File: config.mk
export PLATFORM = sky130hd
export DESIGN_NAME = regfile_scoreboard
export DESIGN_NICKNAME = d
export VERILOG_FILES = /design/src/rtl/regfile_scoreboard.sv
export SDC_FILE = /design/constraint.sdc
export NUM_CORES = 1
export LEC_CHECK = 0
export CORE_MARGIN = 2
export CORE_UTILIZATION = 52
export CTS_BUF_LIST = sky130_fd_sc_hd__clkbuf_2 sky130_fd_sc_hd__clkbuf_4 sky130_fd_sc_hd__clkbuf_8
export CTS_CLUSTER_SIZE = 10
export DETAILED_ROUTE_END_ITERATION = 7
export HOLD_SLACK_MARGIN = 0.1
export MAX_ROUTING_LAYER = met4
export PLACE_DENSITY = 0.83
export SYNTH_ARGS = -nofsm -noshare
export SYNTH_HDL_FRONTEND = slang
export SYNTH_SLANG_ARGS = --single-unit
export TNS_END_PERCENT = 30
File: constraint.sdc
create_clock -name clk -period 4.5 [get_ports clk]
set_input_delay 0.45 -clock clk [delete_from_list [all_inputs] [get_ports clk]]
set_output_delay 0.45 -clock clk [all_outputs]
set_load 0.01 [all_outputs]
File: src/rtl/regfile_scoreboard.sv
// regfile_scoreboard
//   General-purpose register file with a per-register pending-write
//   scoreboard. One synchronous write port, two combinational read ports
//   with same-cycle write bypass, optional hard-wired zero register, and a
//   registered debug tap.
//
//   Each register has a saturating outstanding-claim counter. Decode claims
//   a destination through claim_en/claim_addr, writeback retires it through
//   wr_en/wr_addr, and each read port reports whether its operand is still
//   pending.
//
// Ports
//   clk, rst                 clock and synchronous active-high reset
//   wr_en/wr_addr/wr_data    writeback
//   claim_en/claim_addr      decode destination claim
//   claim_ok                 claim accepted this cycle (combinational)
//   rd_addrN/rd_dataN        read ports, combinational, write-bypassed
//   rd_busyN                 operand still pending on read port N
//   dbg_sel/dbg_out          registered, write-bypassed debug view
module regfile_scoreboard #(
   parameter int DATA_W   = 16,
   parameter int ADDR_W   = 3,
   parameter int ZERO_REG = 1,
   parameter int CNT_W    = 2
) (
   input  logic              clk,
   input  logic              rst,
   input  logic              wr_en,
   input  logic [ADDR_W-1:0] wr_addr,
   input  logic [DATA_W-1:0] wr_data,
   input  logic              claim_en,
   input  logic [ADDR_W-1:0] claim_addr,
   output logic              claim_ok,
   input  logic [ADDR_W-1:0] rd_addr1,
   output logic [DATA_W-1:0] rd_data1,
   output logic              rd_busy1,
   input  logic [ADDR_W-1:0] rd_addr2,
   output logic [DATA_W-1:0] rd_data2,
   output logic              rd_busy2,
   input  logic [ADDR_W-1:0] dbg_sel,
   output logic [DATA_W-1:0] dbg_out
);

   localparam int              NREGS = 2**ADDR_W;
   localparam logic [CNT_W-1:0] CMAX = '1;

   logic [DATA_W-1:0] regs [NREGS];
   logic [CNT_W-1:0]  cnt  [NREGS];

   // Writes are ignored during reset, so the bypass and retirement paths
   // must ignore them as well to stay consistent with the stored state.
   logic wr_act;
   assign wr_act = wr_en & ~rst;

   function automatic logic is_zero(input logic [ADDR_W-1:0] a);
      return (ZERO_REG != 0) && (a == '0);
   endfunction

   // Retirement of a register this cycle: a write to a register with an
   // outstanding claim. Writes to unclaimed registers never decrement.
   function automatic logic retire(input logic [ADDR_W-1:0] a);
      return wr_act && (wr_addr == a) && (cnt[a] != '0);
   endfunction

   function automatic logic [DATA_W-1:0] rd_val(input logic [ADDR_W-1:0] a);
      if (is_zero(a))
         return '0;
      else if (wr_act && (wr_addr == a))
         return wr_data;
      else
         return regs[a];
   endfunction

   // A same-cycle retirement clears busy together with the bypass; a
   // same-cycle claim only shows up once the counter has moved.
   function automatic logic busy(input logic [ADDR_W-1:0] a);
      if (is_zero(a))
         return 1'b0;
      else
         return (cnt[a] - CNT_W'(retire(a))) != '0;
   endfunction

   logic claim_cnt;

   always_comb begin
      claim_ok  = 1'b0;
      claim_cnt = 1'b0;
      if (claim_en && !rst) begin
         claim_ok  = is_zero(claim_addr) || (cnt[claim_addr] != CMAX) ||
                     retire(claim_addr);
         claim_cnt = claim_ok && !is_zero(claim_addr);
      end
   end

   always_comb begin
      rd_data1 = rd_val(rd_addr1);
      rd_data2 = rd_val(rd_addr2);
      rd_busy1 = busy(rd_addr1);
      rd_busy2 = busy(rd_addr2);
   end

   always_ff @(posedge clk) begin
      if (rst) begin
         for (int i = 0; i < NREGS; i++) begin
            regs[i] <= '0;
            cnt[i]  <= '0;
         end
         dbg_out <= '0;
      end else begin
         if (wr_act && !is_zero(wr_addr))
            regs[wr_addr] <= wr_data;
         for (int i = 0; i < NREGS; i++) begin
            cnt[i] <= cnt[i]
                      + CNT_W'(claim_cnt && (claim_addr == ADDR_W'(i)))
                      - CNT_W'(retire(ADDR_W'(i)));
         end
         dbg_out <= rd_val(dbg_sel);
      end
   end

endmodule

==> metrics.txt <==
outcome=finished clean; hold buffers post-CTS=0; drt wl/cell=around 24 um; Post-synth EDFFs=~130; pin count of the biggest net entering global routing=43; die area=roughly 21,000 sq um; RR Startpoint=cnt[1][1]; overall fraction of global-route tracks in use=~28%; detailed placer's ending HPWL=between 15 and 20 mm; routed wire length=27.1 mm; Final Skew=8.33 ps; final period utilization=83.0%; Rel. slew slack=roughly 38%; area of the core=slightly below 20,000 sq um; asr flop ratio synth=0%; RSZ-0062 raised after global routing=no; Hold Fails Final Rpt=0; vias=between 7k and 8k; DRC viols=0; area leader, netlist=edfxtp_1; CTS Root Buffer Type=clkbuf_8; hold-critical path depth=3; maximum vdd drop=between 200 and 250 uV; M1 GR Usage=about a third; pwr dens=~310 nW/um^2; Synth top area share=a little under two fifths; CTS Buffer Depth=2; final non-filler cell area=11,700 sq um; sequential share of power=around 48%; Starting Density=52.6%; initial antenna violation count=0; fin crit period=approximately 3700 ps; Avg Cell Area, Syn=approximately 14 sq um; DR vias/cell=between 6 and 7; CTS tree=yes; Synthesis Warnings=0; Main synth FF type=edfxtp_1; PortBufs=85; hold_sp=rst; cts bufs inserted=17; top cells by count, synth=edfxtp_1 (128), and2_1 (112), mux4_2 (103), nor2_1 (49), mux2i_1 (48); clock sink count=160; Routed Antenna Nets=0; fin nets=890; Worst Hold Path EP=cnt[3][1]; # IOs=86; CP endpoint kind=output port; Int Pwr=between 0.002 and 0.003 W; Final Max Slew Viols=0; mapped cell area=roughly 10,000 sq um; Clock Latency Late Sink=450 ps; # rows=51; Worst Path Class, Setup=in2out; ant diodes=0; met3 Track Usage GR=6.70%; terminus of the critical flop-to-flop path=cnt[5][0]; cts repair resizes=0; clock share of power=31.8%; Layout Utilization=60.5%; H-tree depth=4; Max-Cap Viols=0; Switching Share=approximately 26%; first-pass GRT wire length=slightly above 40 mm; worst slew pin tran=936 ps; vias in the first global route=6,997; cell count after synthesis=about 750; count leader, synth=edfxtp_1; critical path arrival=approximately 3300 ps; DRT iter0 DRCs=a little under 800; Req. time, crit path=4050 ps; GRT Max-Usage Layer=met2; Final Setup Violations=0; setup total negative slack=0 ps; CP Launch Type=input pin; pre-CTS setup slack=roughly 830 ps; worst hold path class=in2reg; Final Wtd Congestion=between 0.8 and 0.9; Syn-to-layout area delta=15.1%; NetSw=0.000943 W; max frequency=approximately 0.27 GHz; PnR worst setup slack=roughly 760 ps; drt pass-1 iters=6; Setup Fix Bufs, Post-CTS=0; Clock transition at path regs=~80 ps; top cells by area, synth=edfxtp_1 (38%), mux4_2 (23%), and2_1 (6.9%); Post-DP Area=approximately 11,000 sq um; total power draw=roughly 0.0037 W; Worst Reg-to-Reg Cells=6; Pleak=4.38 nW; met2 Use GR=47.0%; total grt overflow=0; sequential share of the synthesized area=between 40% and 50%; DIE WIDTH=between 100 and 150 um; post-synthesis cell type count=between 40 and 50; Max Fanout on Critical Path=19; layout cell share with drive strength beyond 1=~22%; Synth Register Bits=160; internal reg-to-reg setup slack=2390 ps; Gate power share=20.4%; DIE HEIGHT=around 140 um
sequential cells by signal (all words and copies together) (netlist names):
| signal | count |
|---|---|
| dbg_out | 16 |
| regs | 128 |
| cnt | 16 |
how the worst max path moves through the flow:
| stage | start | end | slack [ps] | depth (start not counted) |
|---|---|---|---|---|
| floorplan | rst | cnt[7][0] | 2240 | 11 |
| global placement | wr_addr[1] | rd_data1[4] | 870 | 5 |
| detailed placement | wr_addr[1] | rd_data1[7] | 830 | 6 |
| CTS | wr_addr[1] | rd_data1[7] | 820 | 6 |
| global route | wr_addr[1] | rd_data1[7] | 630 | 6 |
| finish | wr_addr[1] | rd_data1[7] | 760 | 6 |
placed cells by master, fill, tap and decap left out, types with 23 or more instances in the layout:
master / n
mux4_2: 103
dfxtp_1: 32
mux2i_1: 48
and2_1: 112
clkdlybuf4s50_1: 79
a211oi_1: 34
o21ai_0: 23
nor2_1: 49
edfxtp_1: 128
buf_4: 28
power groups by stage:
stage	combinational [W]	sequential [W]	clock, W
6_report	0.000748	0.00175	0.00117
5_1_grt	0.000791	0.00176	0.00123
4_1_cts	0.000744	0.00175	0.00118
3_5_place_dp	0.000741	0.00178	0
3_3_place_gp	0.000734	0.00177	0
2_1_floorplan	0.000446	0.00177	0
area by class of cell:
| class | count | area [sq um] |
|---|---|---|
| clock buffers | 20 | 275 |
| flip-flops and latches | 160 | 4480 |
| multi-input cells | 528 | 5330 |
| well taps | 265 | 332 |
| fillers | 1507 | 7640 |
| clock inverters | 11 | 161 |
| repair buffers | 114 | 1050 |
| inverters | 18 | 67.6 |
stage by stage:
stage	hold slack, ps	instances
2_1_floorplan	600	767
3_3_place_gp	647	1085
3_5_place_dp	655	1085
4_1_cts	594	1116
5_1_grt	625	1116
6_report	611	1116
per-layer routing:
metal,vias up,part of all wire (%)
li1,3066,-
met1,3475,36
met4,0,3.5
met3,89,10
met2,428,51
met5,-,0
critical path, cell delays in order:
cell	delay, ps
clkdlybuf4s50_1	770
xnor2_1	190
nand4_2	560
buf_4	430
a211oi_1	270
clkdlybuf4s50_1	600
cells by family (layout without fill, tap and decap cells):
kind of cell	count (synthesis)	after routing	synth area share (%)
AOI/OAI and AO/OA	92	92	6.96
xor gates and xnor gates	26	26	2.46
adders and majority gates	16	16	1.97
buffers and inverters	79	163	4.10
DFF	160	160	44.1
muxes	152	152	27.7
other	1	17	0.0369
and+or+nand+nor	225	225	12.7
No activity file was read; power rests on OpenSTA's default activity.
==> variant: new RTL, config.mk and constraints unchanged <==
Set the parameter `DATA_W` to 18 (it was 16).
--- a/src/rtl/regfile_scoreboard.sv
+++ b/src/rtl/regfile_scoreboard.sv
@@ -18,7 +18,7 @@
 //   rd_busyN                 operand still pending on read port N
 //   dbg_sel/dbg_out          registered, write-bypassed debug view
 module regfile_scoreboard #(
-   parameter int DATA_W   = 16,
+   parameter int DATA_W   = 18,
    parameter int ADDR_W   = 3,
    parameter int ZERO_REG = 1,
    parameter int CNT_W    = 2
Ports: changed (resized dbg_out, rd_data1, rd_data2 and wr_data); port bits go from 86 to 94. The function was not compared with the original's and may differ.
==> variant against the original RTL <==
- global-route usage is 0.60 points lower
- sequential cell count is 18 higher
- final area is 11% higher
- power is 10% higher
- synthesized area is 13% higher
- via count is 14% higher
- largest power group unchanged
- utilization is 0.88 points lower
- count of clock-buffer cells in the layout is 1 lower
- worst hold slack worse by 0.010 ns
- wire length is 14% higher
- combinational power is 8.8% higher
- worst setup slack better by 0.12 ns
==> variant: results (changes against the original RTL) <==
Run status: finished clean (unchanged). The register fraction of the total cell area came to 0.386 (was 0.383). The number of signal-net inverters in the final layout came out at 16 (was 18). The number of nets in the final layout is 970 (was 890). The cell count of the worst reg-to-reg path came out at 9 (was 6).

The number of non-clock buffers in the layout came out at 123 (was 114). The cell count after synthesis is 846 (was 751). The total global-route track usage came out at 0.277 (was 0.283).

The insertion delay to the later sink of the worst-skew pair is 0.47 ns (was 0.45 ns). The terminating pin of the worst hold path is cnt[1][1] (was cnt[3][1]). The maximum vdd drop came out at 0.186 mV (was 0.213 mV). The final RePlAce weighted congestion came to 0.818 (was 0.892). The fraction of final layout cells with drive strength greater than 1 was 0.225 (was 0.223). The post-route cell area came out at 13,000 um2 (was 11,700 um2). The unique cell type count in the Yosys netlist was 61 (was 47).

Cell types with the highest counts after synthesis: sky130_fd_sc_hd__edfxtp_1 (144), sky130_fd_sc_hd__and2_1 (127), sky130_fd_sc_hd__mux4_2 (99), sky130_fd_sc_hd__a211oi_1 (64), sky130_fd_sc_hd__mux2i_1 (54) (was sky130_fd_sc_hd__edfxtp_1 (128), sky130_fd_sc_hd__and2_1 (112), sky130_fd_sc_hd__mux4_2 (103), sky130_fd_sc_hd__nor2_1 (49), sky130_fd_sc_hd__mux2i_1 (48)). The pin count of the biggest net entering global routing came to 45 (was 43). The longest individual stage delay on the worst path is 0.85 ns (was 0.77 ns). The via count of the first global-routing pass came to 8,170 (was 6,997). The static leakage came out at 4.67 nW (was 4.38 nW). Largest registers: regs (144), dbg_out (18), cnt (16) (was regs (128), cnt (16), dbg_out (16)). The last element of the critical path was rd_data2[7] (was rd_data1[7]).

The largest fanout of any net on the critical path came out at 36 (was 19). The power spent charging and discharging nets came out at 1.05 mW (was 0.943 mW). The proportion of synthesized chip area in sequential cells was 0.436 (was 0.441). The clock network area share is 0.0355 (was 0.0373). The detailed-routing iteration count for the pre-antenna-repair pass is 5 (was 6). The wire length of the first global-routing pass came out at 47.1 mm (was 40.5 mm).
==> variant: per-layer routing <==
metal	global-route usage	vias to the layer above	share of wire	wire length [um]
li1	-	3392	-	-
met1	0.324	3996	0.36	11000
met2	0.448	540	0.50	15500
met3	0.0620	113	0.097	2990
met4	0.146	0	0.047	1440
met5	-	-	0	0
==> variant: per-stage QoR <==
step | util | total power, mW | setup WS (ns)
final | 0.596 | 4.05 | 0.887
after global routing | 0.596 | 4.16 | 0.767
after CTS | 0.596 | 4.05 | 0.929
after detailed placement | 0.575 | 2.80 | 0.920
after global placement | 0.575 | 2.78 | 0.990
after floorplan | - | 2.49 | 2.22
==> variant: cell families (layout without fill, tap and decap cells) <==
group           Yosys count  count (layout)  synth area share
simple gates            249             249             0.127
flops                   178             178             0.436
mux                     169             169             0.276
fa+ha+maj                16              16            0.0174
other cells               1              19          0.000326
compound gates          103             103            0.0720
buf+inv                 105             171            0.0525
xor+xnor                 25              25            0.0197
